File: src/rtl/serial_paralelo_param.sv
//==============================================================================
// Module      : serial_paralelo_param
// Description : Single-clock serial-to-parallel converter with comma hunting,
//               word alignment, lock detection and valid-qualified output.
// Revision    : 1.0 - initial parametrised release
//==============================================================================
`default_nettype none

module serial_paralelo_param #(
    parameter int               WIDTH      = 8,
    parameter logic [WIDTH-1:0] COMMA      = 8'hBC,
    parameter int               LOCK_COUNT = 4,
    parameter int               CW         = $clog2(LOCK_COUNT + 1)
) (
    input  logic             clk_32f,
    input  logic             reset_L,
    input  logic             data_in,
    output logic [WIDTH-1:0] data_out,
    output logic             valid_out,
    output logic             word_strobe,
    output logic             active,
    output logic [CW-1:0]    BC_counter,
    output logic             aligned
);

    typedef enum logic [1:0] {
        S_HUNT   = 2'd0,
        S_ALIGN  = 2'd1,
        S_LOCKED = 2'd2
    } state_t;

    localparam int             c_bw   = (WIDTH > 1) ? $clog2(WIDTH) : 1;
    localparam logic [c_bw-1:0] c_last = c_bw'(WIDTH - 1);
    localparam logic [CW-1:0]  c_lock = CW'(LOCK_COUNT);

    state_t           r_state, w_state_n;
    logic [WIDTH-1:0] r_sr;
    logic [c_bw-1:0]  r_bit_cnt, w_bit_cnt_n;
    logic [WIDTH-1:0] r_data, w_data_n;
    logic             r_valid, w_valid_n;
    logic             r_strobe, w_strobe_n;
    logic             r_active, w_active_n;
    logic             r_aligned, w_aligned_n;
    logic [CW-1:0]    r_bc, w_bc_n;

    logic [WIDTH-1:0] w_nxt;
    logic             w_is_comma;
    logic             w_boundary;

    // Candidate word includes the bit being sampled on this edge.
    assign w_nxt      = {r_sr[WIDTH-2:0], data_in};
    assign w_is_comma = (w_nxt == COMMA);
    assign w_boundary = (r_bit_cnt == c_last);

    always_ff @(posedge clk_32f or negedge reset_L) begin
        if (!reset_L) begin
            r_state   <= S_HUNT;
            r_sr      <= '0;
            r_bit_cnt <= '0;
            r_data    <= '0;
            r_valid   <= 1'b0;
            r_strobe  <= 1'b0;
            r_active  <= 1'b0;
            r_aligned <= 1'b0;
            r_bc      <= '0;
        end else begin
            r_state   <= w_state_n;
            r_sr      <= w_nxt;
            r_bit_cnt <= w_bit_cnt_n;
            r_data    <= w_data_n;
            r_valid   <= w_valid_n;
            r_strobe  <= w_strobe_n;
            r_active  <= w_active_n;
            r_aligned <= w_aligned_n;
            r_bc      <= w_bc_n;
        end
    end

    always_comb begin
        w_state_n   = r_state;
        w_bit_cnt_n = (w_boundary) ? '0 : r_bit_cnt + c_bw'(1);
        w_data_n    = r_data;
        w_valid_n   = 1'b0;
        w_strobe_n  = 1'b0;
        w_active_n  = r_active;
        w_aligned_n = r_aligned;
        w_bc_n      = r_bc;

        case (r_state)
            S_HUNT: begin
                w_bit_cnt_n = '0;
                if (w_is_comma) begin
                    w_strobe_n  = 1'b1;
                    w_aligned_n = 1'b1;
                    w_bc_n      = CW'(1);
                    if (LOCK_COUNT == 1) begin
                        w_state_n  = S_LOCKED;
                        w_active_n = 1'b1;
                    end else begin
                        w_state_n = S_ALIGN;
                    end
                end else begin
                    w_bc_n = '0;
                end
            end
            S_ALIGN: begin
                if (w_boundary) begin
                    w_strobe_n = 1'b1;
                    if (w_is_comma) begin
                        w_bc_n = r_bc + CW'(1);
                        if ((r_bc + CW'(1)) == c_lock) begin
                            w_state_n  = S_LOCKED;
                            w_active_n = 1'b1;
                        end
                    end else begin
                        w_state_n   = S_HUNT;
                        w_bc_n      = '0;
                        w_aligned_n = 1'b0;
                    end
                end
            end
            S_LOCKED: begin
                // Lock is sticky: only reset leaves this state.
                if (w_boundary) begin
                    w_strobe_n = 1'b1;
                    if (w_is_comma) begin
                        w_bc_n = c_lock;
                    end else begin
                        w_data_n  = w_nxt;
                        w_valid_n = 1'b1;
                    end
                end
            end
            default: begin
                w_state_n = S_HUNT;
            end
        endcase
    end

    assign data_out    = r_data;
    assign valid_out   = r_valid;
    assign word_strobe = r_strobe;
    assign active      = r_active;
    assign aligned     = r_aligned;
    assign BC_counter  = r_bc;

endmodule

`default_nettype wire

File: config.mk
export PLATFORM = sky130hd
export DESIGN_NAME = serial_paralelo_param
export DESIGN_NICKNAME = d
export VERILOG_FILES = /design/src/rtl/serial_paralelo_param.sv
export SDC_FILE = /design/constraint.sdc
export NUM_CORES = 1
export LEC_CHECK = 0
export BUFFER_PORTS_ARGS = -buffer_cell sky130_fd_sc_hd__buf_2
export CAP_MARGIN = 20
export CORE_ASPECT_RATIO = 1.1
export CORE_MARGIN = 2
export CORE_UTILIZATION = 40
export DETAILED_ROUTE_END_ITERATION = 12
export GPL_TIMING_DRIVEN = 0
export PLACE_DENSITY = 0.65
export SETUP_SLACK_MARGIN = 0.4
export SKIP_CTS_REPAIR_TIMING = 1
export SLEW_MARGIN = 20
export SYNTH_ARGS = -nofsm -noshare
export SYNTH_HDL_FRONTEND = slang
export SYNTH_SLANG_ARGS = --single-unit
export TNS_END_PERCENT = 50
File: constraint.sdc
create_clock -name clk_32f -period 2.3 [get_ports clk_32f]
set_input_delay 0.46 -clock clk_32f [delete_from_list [all_inputs] [get_ports clk_32f]]
set_output_delay 0.46 -clock clk_32f [all_outputs]
set_load 0.02 [all_outputs]
== Yosys cells after proc, flatten, opt, wreduce, memory -nomap -nowiden ==
Cells that the tools add are included.
W data, S select, Z words.
Storage, ports and cells
  bits of input ports: 3
  register bits after elaboration: 27
  logic and storage cells: 56
  output and inout port bits: 15
Operators by class
  equality and inequality tests: 11
  reductions and logical operators: 9
  $add $sub $neg: 2
  bitwise gates (word level): 2
  muxes and demuxes: 23
Operators with widths (count)
  $mux W3: 6
  $reduce_and A4 Y1: 4
  $ne A2 B2 Y1 const B: 5
  $mux W1: 9
  $pmux W3 S3: 1
  $eq A8 B8 Y1 const B: 1
  $mux W2: 4
  $add A3 B1 Y3 const B: 2
  $eq A3 B3 Y1 const B: 2
  $pmux W2 S3: 1
  $pmux W1 S2: 2
  $ne A3 B3 Y1 const B: 1
  $reduce_and A3 Y1: 1
  $reduce_bool A3 Y1: 1
  $eq A2 B1 Y1 const B: 1
  $eq A2 B2 Y1 const B: 1
  $logic_not A2 Y1: 1
  $not A1 Y1: 2
  $reduce_bool A2 Y1: 1
  $reduce_or A2 Y1: 1

== Logic depth before layout (Yosys ltp) ==
Gate-level depths: netlist of run 1.
  depth after elaboration: 6
  depth in mapped cells: 6
  gate-level depth less buffers: 5

== Least setup slack after synthesis of run 1 ==
No wires, ideal clock.
  path kind: register to register
  start point: register r_state[0]
  end point: register r_data[0], in the netlist data_out[0]
  arrival time: 1676 ps
  setup time: 125 ps
  path slack: 499 ps
  path buffers: 1
  clock period less this slack: 1801 ps
  data required time: 2175 ps
  stages on the path, launching flop included: 7
  cell sequence: dfrtp_1 inv_1 ha_1 clkbuf_1 nand2_1 a21oi_2 mux2_2
On the way
  longest elaborated chain between the ends: 2
Ends and longest elaborated chain
  start: declaration: line 36  | state_t r_state, w_state_n;
  start signal: assignment: line 67  | r_state <= w_state_n;
  $eq A2 B2 Y1: line 89  | case (r_state)
  $reduce_and A3 Y1 (no line)
  end signal: assignment: line 70  | r_data <= w_data_n;
  end: declaration: line 39  | logic [WIDTH-1:0] r_data, w_data_n;
No other way between the ends.
A chain may end at the register's enable or synchronous reset.

== Worst setup path after layout of run 1 ==
  start point: register r_sr[5]
  end point: register r_bc[2], in the netlist BC_counter[2]
On the way
  longest elaborated chain between the ends: 4
  elaborated cells between the ends (all ways): 6
  classes of those cells: eq/ne: 2; mux: 3; reduce/logical: 1
Ends and longest elaborated chain
  start: declaration: line 37  | logic [WIDTH-1:0] r_sr;
  start signal: assignment: line 68  | r_sr <= w_nxt;
  $eq A8 B8 Y1 *: line 52  | assign w_is_comma = (w_nxt == COMMA);
  $mux W3: line 109  | if (w_is_comma) begin
  $mux W3: line 107  | if (w_boundary) begin
  $pmux W3 S3: line 89
  end signal: assignment: line 75  | r_bc <= w_bc_n;
  end: declaration: line 44  | logic [CW-1:0] r_bc, w_bc_n;
Every way passes the cells marked *; elsewhere a longest branch is shown, timed or not. The select of a mux whose other input is x is not followed.

==> impl_metrics.json, run 1 <==
{
  "outcome": "completed",
  "final_critical_path_setup_slack_ps": 481,
  "synth.ff_latch_count": 27,
  "final.period_utilization_pct": 79.1,
  "pre_cts_ws_ps": 201,
  "cp.depth": 3,
  "global_route_wire_length_before_repair_um": 3860,
  "net_count_of_the_finished_layout": 134,
  "path_class": "reg -> reg",
  "tritoncts_num_sinks": 27,
  "detail_route.drc_violations": 0,
  "cap_violations": 0,
  "combinational_power_share_pct": 12.6,
  "final-setup-viol-count": 0,
  "number_of_top_level_design_ports": 18,
  "worst-slew-pin-transition_ps": 576,
  "worst_path_max_fanout": 4,
  "power_uw": 819,
  "drt_first_pass_iters": 4,
  "tritoncts": "yes",
  "die_h_um": 61.7,
  "dieArea_mm2": 0.00348,
  "syn_to_final_growth_pct": 17.5,
  "max_clock_freq_mhz": 550,
  "start_util_pct": 42.8,
  "routability_driven_placement_congestion_ratio": 0.768,
  "vias_per_cell": 5.38,
  "width_of_the_chip_um": 56.5,
  "hold_path_class": "in -> async",
  "inserted_clock_buffers": 3,
  "setup.reg_to_reg.worst_slack_ps": 480,
  "synth_flop_cell": "sky130_fd_sc_hd__dfrtp_1",
  "core_area_mm2": 0.00283,
  "reg_to_reg_critical_path_endpoint": "BC_counter[2]$_DFFE_PN0P_",
  "global_route.overflow_total": 0,
  "synthTopCellsByCount": "27 x sky130_fd_sc_hd__dfrtp_1, 9 x sky130_fd_sc_hd__ha_1, 8 x sky130_fd_sc_hd__mux2_2",
  "number_of_antenna_diodes": 0,
  "cp_top_family": "simple AND/OR/NAND/NOR gates",
  "post_syn_instances": 97,
  "cellLeakagePower_nw": 0.714,
  "unrepaired_setup_endpoints_after_global_routing": "false",
  "htree_num_levels": 1,
  "netlist_top_cells_area": "sky130_fd_sc_hd__dfrtp_1 56%, sky130_fd_sc_hd__ha_1 9.3%, sky130_fd_sc_hd__mux2_2 7.4%",
  "route.antenna.remaining_nets": 0,
  "clockPowerShare_pct": 24.3,
  "average_detailed_routed_wire_length_per_instance_um": 14.2,
  "later_pin_clock_latency_in_the_skew_report_ps": 310,
  "synth_enable_flop_cells": 0,
  "crit_path_top_delay_cell": "sky130_fd_sc_hd__or4b_4",
  "total_wirelength_um": 2180,
  "grt_antenna_before_repair": 0,
  "critical_path.startpoint_type": "flip-flop",
  "cp_data_required_time_ps": 2550,
  "setup.worst_path.end_class": "flip-flop",
  "crit_end": "BC_counter[2]$_DFFE_PN0P_",
  "seq_power_share_pct": 63.0,
  "worstPathCellList": "or4b_4, or4_4, o211ai_1",
  "p_switching_uw": 212,
  "grt_use_total_pct": 14.6,
  "drive_gt1_share_pct": 33.9,
  "yosysWarningCount": 0,
  "cell_internal_pwr_uw": 607,
  "fin_setup_tns_ps": 0,
  "hold_violations": 0,
  "power.switching_fraction_pct": 25.9,
  "timing.final.crit_period_ps": 1820,
  "io_buffer_count": 17,
  "synth_area_per_inst_um2": 12.5,
  "leading_area_contributor_after_synthesis": "sky130_fd_sc_hd__dfrtp_1",
  "critical_path.max_stage_delay_ps": 570,
  "via_count": 828,
  "finalInstanceArea_mm2": 0.00142,
  "clock_tree.root_cell": "sky130_fd_sc_hd__clkbuf_4",
  "syn_area_mm2": 0.00121,
  "rows": 20,
  "grt_max_degree": 28,
  "maxSlewHeadroom_pct": 61.6,
  "placed_area_mm2": 0.00134,
  "rr_worst_depth": 3,
  "worstSetupStartpoint": "r_sr[5]$_DFF_PN0_",
  "drt-initial-drc-count": 14,
  "synthDistinctLibCells": 33,
  "share_of_synthesized_area_occupied_by_flip_flops_and_latches_pct": 55.8,
  "arrival_ps": 2060,
  "clkTransAtPathRegs_ps": 140,
  "netlist.area_leader.share_pct": 55.8,
  "synthesized_net_count": 109,
  "vias_in_the_first_global_route": 852,
  "synth_async_sr_flop_share_pct": 100,
  "timing.clock.skew_ps": 1.82,
  "worstReg2RegStart": "r_sr[5]$_DFF_PN0_",
  "cp.buffers_inverters": 0,
  "final_max_slew_viol_count": 0,
  "p_per_area_mw_per_mm2": 576,
  "yosysMostFrequentCell": "sky130_fd_sc_hd__dfrtp_1",
  "vdd_ir_drop_max_uv": 323,
  "dp_hpwl_um": 1560,
  "cts_max_path_buffers": 2
}
==> area by class of cell <==
class	count	area, µm²
fillers	269	1410
flip-flops and latches	27	678
multi-input cells	62	523
repair buffers	20	120
well taps	33	41.3
clock buffers	4	26.3
plain buffers	4	18.8
inverters	4	15.0
==> layer usage <==
| layer | track usage [%] | share of wire, % |
|---|---|---|
| met1 | 18.1 | 47 |
| met4 | 6.80 | 0.64 |
| met5 | 0 | 0 |
| met3 | 2.69 | 3.1 |
| met2 | 25.4 | 49 |
==> flip-flops by register name, summed over array words and instances (netlist names) <==
register	cells
data_out	8
r_sr	7
BC_counter	3
r_bit_cnt	3
r_state	2
active	1
aligned	1
valid_out	1
word_strobe	1
==> worst min-delay path by stage <==
stage	end	slack, ps	cells past startpoint
2_1_floorplan	BC_counter[0]$_DFFE_PN0P_	160	0
3_3_place_gp	r_sr[4]$_DFF_PN0_	400	0
3_5_place_dp	r_sr[4]$_DFF_PN0_	400	0
4_1_cts	r_state[1]$_DFFE_PN0P_	130	1
5_1_grt	word_strobe$_DFF_PN0_	150	1
6_report	BC_counter[0]$_DFFE_PN0P_	110	1
==> worst reg2reg max path: cells and delay by family, from the launching register on <==
| kind | cells | cell delay [ps] |
|---|---|---|
| and+or+nand+nor | 2 | 1120 |
| AOI/OAI and AO/OA | 1 | 190 |
| DFF | 1 | 450 |
==> stage by stage <==
stage / utilization, % / hold slack, ps / cells
2_1_floorplan: - / 164 / 97
3_3_place_gp: 47.3 / 403 / 147
3_5_place_dp: 47.3 / 404 / 147
4_1_cts: 48.2 / 135 / 151
5_1_grt: 50.3 / 152 / 154
6_report: 50.3 / 110 / 154
==> power groups by stage <==
stage	Combinational (mW)	Clock, mW	Sequential [mW]
2_1_floorplan	0.0702	0	0.522
4_1_cts	0.103	0.213	0.515
6_report	0.103	0.199	0.516
3_3_place_gp	0.102	0	0.523
3_5_place_dp	0.102	0	0.524
5_1_grt	0.120	0.232	0.519
==> logic make-up after synthesis <==
group,share of synthesized area (%)
flip-flops,55.8
AO/OA/AOI/OAI,13.5
AND/OR/NAND/NOR,10.6
multiplexers,8.26
adder cells (fa/ha/maj),9.30
buffers and inverters,2.48
==> cells in the final DEF, fill, tap and decap left out <==
master                     Yosys  routed
sky130_fd_sc_hd__a211o_1       1       1
sky130_fd_sc_hd__or4b_4        0       1
sky130_fd_sc_hd__a41o_1        1       1
sky130_fd_sc_hd__buf_2         0      17
sky130_fd_sc_hd__a21boi_0      1       1
sky130_fd_sc_hd__nand4_1       1       1
sky130_fd_sc_hd__o21a_1        2       2
sky130_fd_sc_hd__or4_4         1       1
sky130_fd_sc_hd__clkbuf_4      0       3
sky130_fd_sc_hd__buf_12        0       1
sky130_fd_sc_hd__nor2_1        2       2
sky130_fd_sc_hd__nand2b_1      1       1
sky130_fd_sc_hd__o211ai_1      4       4
sky130_fd_sc_hd__nand3_1       1       1
sky130_fd_sc_hd__and4_1        1       1
sky130_fd_sc_hd__a21oi_1       3       3
sky130_fd_sc_hd__dfrtp_2       0       2
sky130_fd_sc_hd__nand2_1       5       5
sky130_fd_sc_hd__a22oi_1       1       1
sky130_fd_sc_hd__o31ai_1       1       1
sky130_fd_sc_hd__ha_1          9       9
sky130_fd_sc_hd__dfrtp_1      27      25
sky130_fd_sc_hd__o22ai_1       1       1
sky130_fd_sc_hd__nand3b_1      1       1
sky130_fd_sc_hd__a21oi_4       0       1
sky130_fd_sc_hd__nor2b_1       4       4
sky130_fd_sc_hd__o32ai_1       1       1
sky130_fd_sc_hd__mux2_2        8       8
sky130_fd_sc_hd__mux2i_1       1       1
sky130_fd_sc_hd__clkbuf_2      0       3
sky130_fd_sc_hd__clkbuf_1      4       2
sky130_fd_sc_hd__o221ai_1      1       1
sky130_fd_sc_hd__o21ba_2       1       1
sky130_fd_sc_hd__and3b_1       1       1
sky130_fd_sc_hd__nor3_1        1       1
sky130_fd_sc_hd__nor4b_2       0       1
sky130_fd_sc_hd__o21ai_0       4       4
sky130_fd_sc_hd__inv_1         4       4
sky130_fd_sc_hd__buf_4         0       2
(Power assumes the default switching activity.)
==> inputs of run 2 (changes only) <==
- ABC_AREA: unset -> 1
- PLACE_DENSITY: 0.65 -> 0.67
- clock period: 2.3 -> 1.5 ns (I/O delays scaled with it)
==> run 2 against run 1 <==
Clock power rose by 58%. Clock skew rose by 1.0 ps. Global-route usage fell by 0.18 points. Non-clock buffer count fell by 1. Fmax rose by 30%. Critical path depth rose by 7. Critical path type unchanged.
==> impl_metrics.json, run 2 <==
{
  "outcome": "completed",
  "drt-initial-drc-count": 16,
  "synth.ff_latch_count": 27,
  "met3_wirelength_um": 84,
  "drive_gt1_share_pct": 35.5,
  "max_clock_freq_mhz": 714,
  "routability_driven_placement_congestion_ratio": 0.888,
  "dieArea_mm2": 0.00361,
  "cap_violations": 0,
  "clkTransAtPathRegs_ps": 140,
  "vias_in_the_first_global_route": 962,
  "netlist_top_cells_area": "sky130_fd_sc_hd__dfrtp_1 54%, sky130_fd_sc_hd__nand2_1 10%, sky130_fd_sc_hd__ha_1 9.0%",
  "final_max_slew_viol_count": 0,
  "tritoncts_num_sinks": 27,
  "drt_first_pass_iters": 4,
  "layout.cells.most_common_list": "31 x sky130_fd_sc_hd__nand2_1, 23 x sky130_fd_sc_hd__dfrtp_1, 16 x sky130_fd_sc_hd__buf_2, 12 x sky130_fd_sc_hd__inv_1",
  "grt_use_total_pct": 14.4,
  "htree_num_levels": 1,
  "global_route_wire_length_before_repair_um": 4100,
  "average_detailed_routed_wire_length_per_instance_um": 12.2,
  "net_count_of_the_finished_layout": 165,
  "synth_area_per_inst_um2": 9.98,
  "path_class": "reg -> reg",
  "cts_max_path_buffers": 2,
  "start_util_pct": 41.6,
  "met2_length_um": 1160,
  "pre_cts_ws_ps": 112,
  "via_count": 919,
  "timing.clock.skew_ps": 2.84,
  "core_area_mm2": 0.00302,
  "cp.buffers_inverters": 1,
  "dp_hpwl_um": 1720,
  "largest_reg_flops": 8,
  "later_pin_clock_latency_in_the_skew_report_ps": 320,
  "vias_per_cell": 4.94,
  "synthesized_net_count": 138,
  "final_critical_path_setup_slack_ps": 99.3,
  "synth_async_sr_flop_share_pct": 100,
  "setup.worst_path.end_class": "flip-flop",
  "rows": 21,
  "maxSlewHeadroom_pct": 60.9,
  "total_wirelength_um": 2270,
  "hold_violations": 0,
  "cellLeakagePower_nw": 0.837,
  "route.antenna.remaining_nets": 0,
  "grt_max_degree": 28,
  "synth_flop_cell": "sky130_fd_sc_hd__dfrtp_1",
  "vdd_ir_drop_max_uv": 669,
  "worst_path_max_fanout": 5,
  "critical_path.max_stage_delay_ps": 380,
  "io_buffer_count": 17,
  "hold_path_class": "in -> reg",
  "timing.critical_path.mode_cell": "sky130_fd_sc_hd__nand2_1",
  "syn_area_mm2": 0.00126,
  "width_of_the_chip_um": 57.5,
  "unrepaired_setup_endpoints_after_global_routing": "true",
  "number_of_top_level_design_ports": 18,
  "timing.final.crit_period_ps": 1400,
  "arrival_ps": 1680,
  "p_per_area_mw_per_mm2": 826,
  "layout.filler_cells": 250,
  "syn_to_final_growth_pct": 23.3,
  "synthTopCellsByCount": "35 x sky130_fd_sc_hd__nand2_1, 27 x sky130_fd_sc_hd__dfrtp_1, 12 x sky130_fd_sc_hd__inv_1",
  "worst-slew-pin-transition_ps": 587,
  "route.layer.met1.wl_um": 981,
  "netlist.area_leader.share_pct": 53.7,
  "inserted_clock_buffers": 3,
  "place_inst": 177,
  "post_syn_instances": 126,
  "final_common_cell": "sky130_fd_sc_hd__nand2_1",
  "yosysMostFrequentCell": "sky130_fd_sc_hd__nand2_1",
  "dr.max_layer_used": "met4",
  "yosysWarningCount": 0,
  "clock_tree.root_cell": "sky130_fd_sc_hd__clkbuf_4",
  "final.period_utilization_pct": 93.4,
  "crit_path_top_delay_cell": "sky130_fd_sc_hd__dfrtp_1",
  "cp_top_family": "simple AND/OR/NAND/NOR gates",
  "final-instance-count-excl-fill": 186,
  "critical_path.startpoint_type": "flip-flop",
  "synth_enable_flop_cells": 0,
  "die_h_um": 62.8,
  "synthDistinctLibCells": 22,
  "global_route.overflow_total": 0,
  "leading_area_contributor_after_synthesis": "sky130_fd_sc_hd__dfrtp_1",
  "fin_setup_tns_ps": 0,
  "cp_data_required_time_ps": 1770,
  "number_of_antenna_diodes": 0,
  "tritoncts": "yes",
  "final-setup-viol-count": 0,
  "share_of_synthesized_area_occupied_by_flip_flops_and_latches_pct": 53.7,
  "grt_antenna_before_repair": 0,
  "detail_route.drc_violations": 0,
  "worstPathCellList": "ha_2, ha_4, inv_6, nand2_1, nand2_2, nor2_4, nand2_4, nor2_2, nand2_1, nand2_1"
}
==> run 2: metrics by stage <==
step	hold slack (ps)	cell area (µm²)	util, %	power, mW
after floorplan	4.41	1290	-	0.904
after global placement	329	1420	47.0	0.953
after detailed placement	348	1420	47.0	0.959
after CTS	-30.6	1450	47.9	1.28
after global routing	82.3	1550	51.3	1.36
final	104	1550	51.3	1.28
==> run 2: final timing paths <==
kind                                        start                         to  slack, ps  cells past startpoint
max in group asynchronous                 reset_L  BC_counter[1]$_DFFE_PN0P_        590                      2
hold reg to reg                 r_sr[0]$_DFF_PN0_          r_sr[1]$_DFF_PN0_        420                      0
hold / removal                            data_in          r_sr[0]$_DFF_PN0_        100                      1
setup reg to reg           r_bit_cnt[0]$_DFF_PN0_  BC_counter[2]$_DFFE_PN0P_        100                     10
setup / recovery           r_bit_cnt[0]$_DFF_PN0_  BC_counter[2]$_DFFE_PN0P_        100                     10
min in group asynchronous                 reset_L    data_out[4]$_DFFE_PN0P_        490                      2
==> run 2: logic make-up after synthesis <==
kind of cell,share of synthesized area (%)
and+or+nand+nor,25.7
DFF,53.7
AOI/OAI and AO/OA,6.86
buffers and inverters,4.78
adders and majority gates,8.96
==> run 2: layout make-up <==
type,instances,area [µm²],area share (%)
repair buffers,22,149,9.60
plain buffers,1,15.0,0.969
multi-input cells,85,582,37.5
flip-flops and latches,27,681,43.9
inverters,13,53.8,3.47
well taps,34,42.5,2.74
clock buffers,3,22.5,1.45
clock inverters,1,5.00,0.323
==> run 2: power by group <==
group,internal [mW],switching (mW)
combinational,0.0668,0.116
clock,0.100,0.214
sequential,0.759,0.0238
==> run 2: routing by layer <==
| layer | global-route usage (%) | vias up |
|---|---|---|
| met1 | 17.1 | 442 |
| met5 | 0 | - |
| li1 | - | 459 |
| met4 | 7.56 | 0 |
| met3 | 2.90 | 4 |
| met2 | 24.1 | 14 |
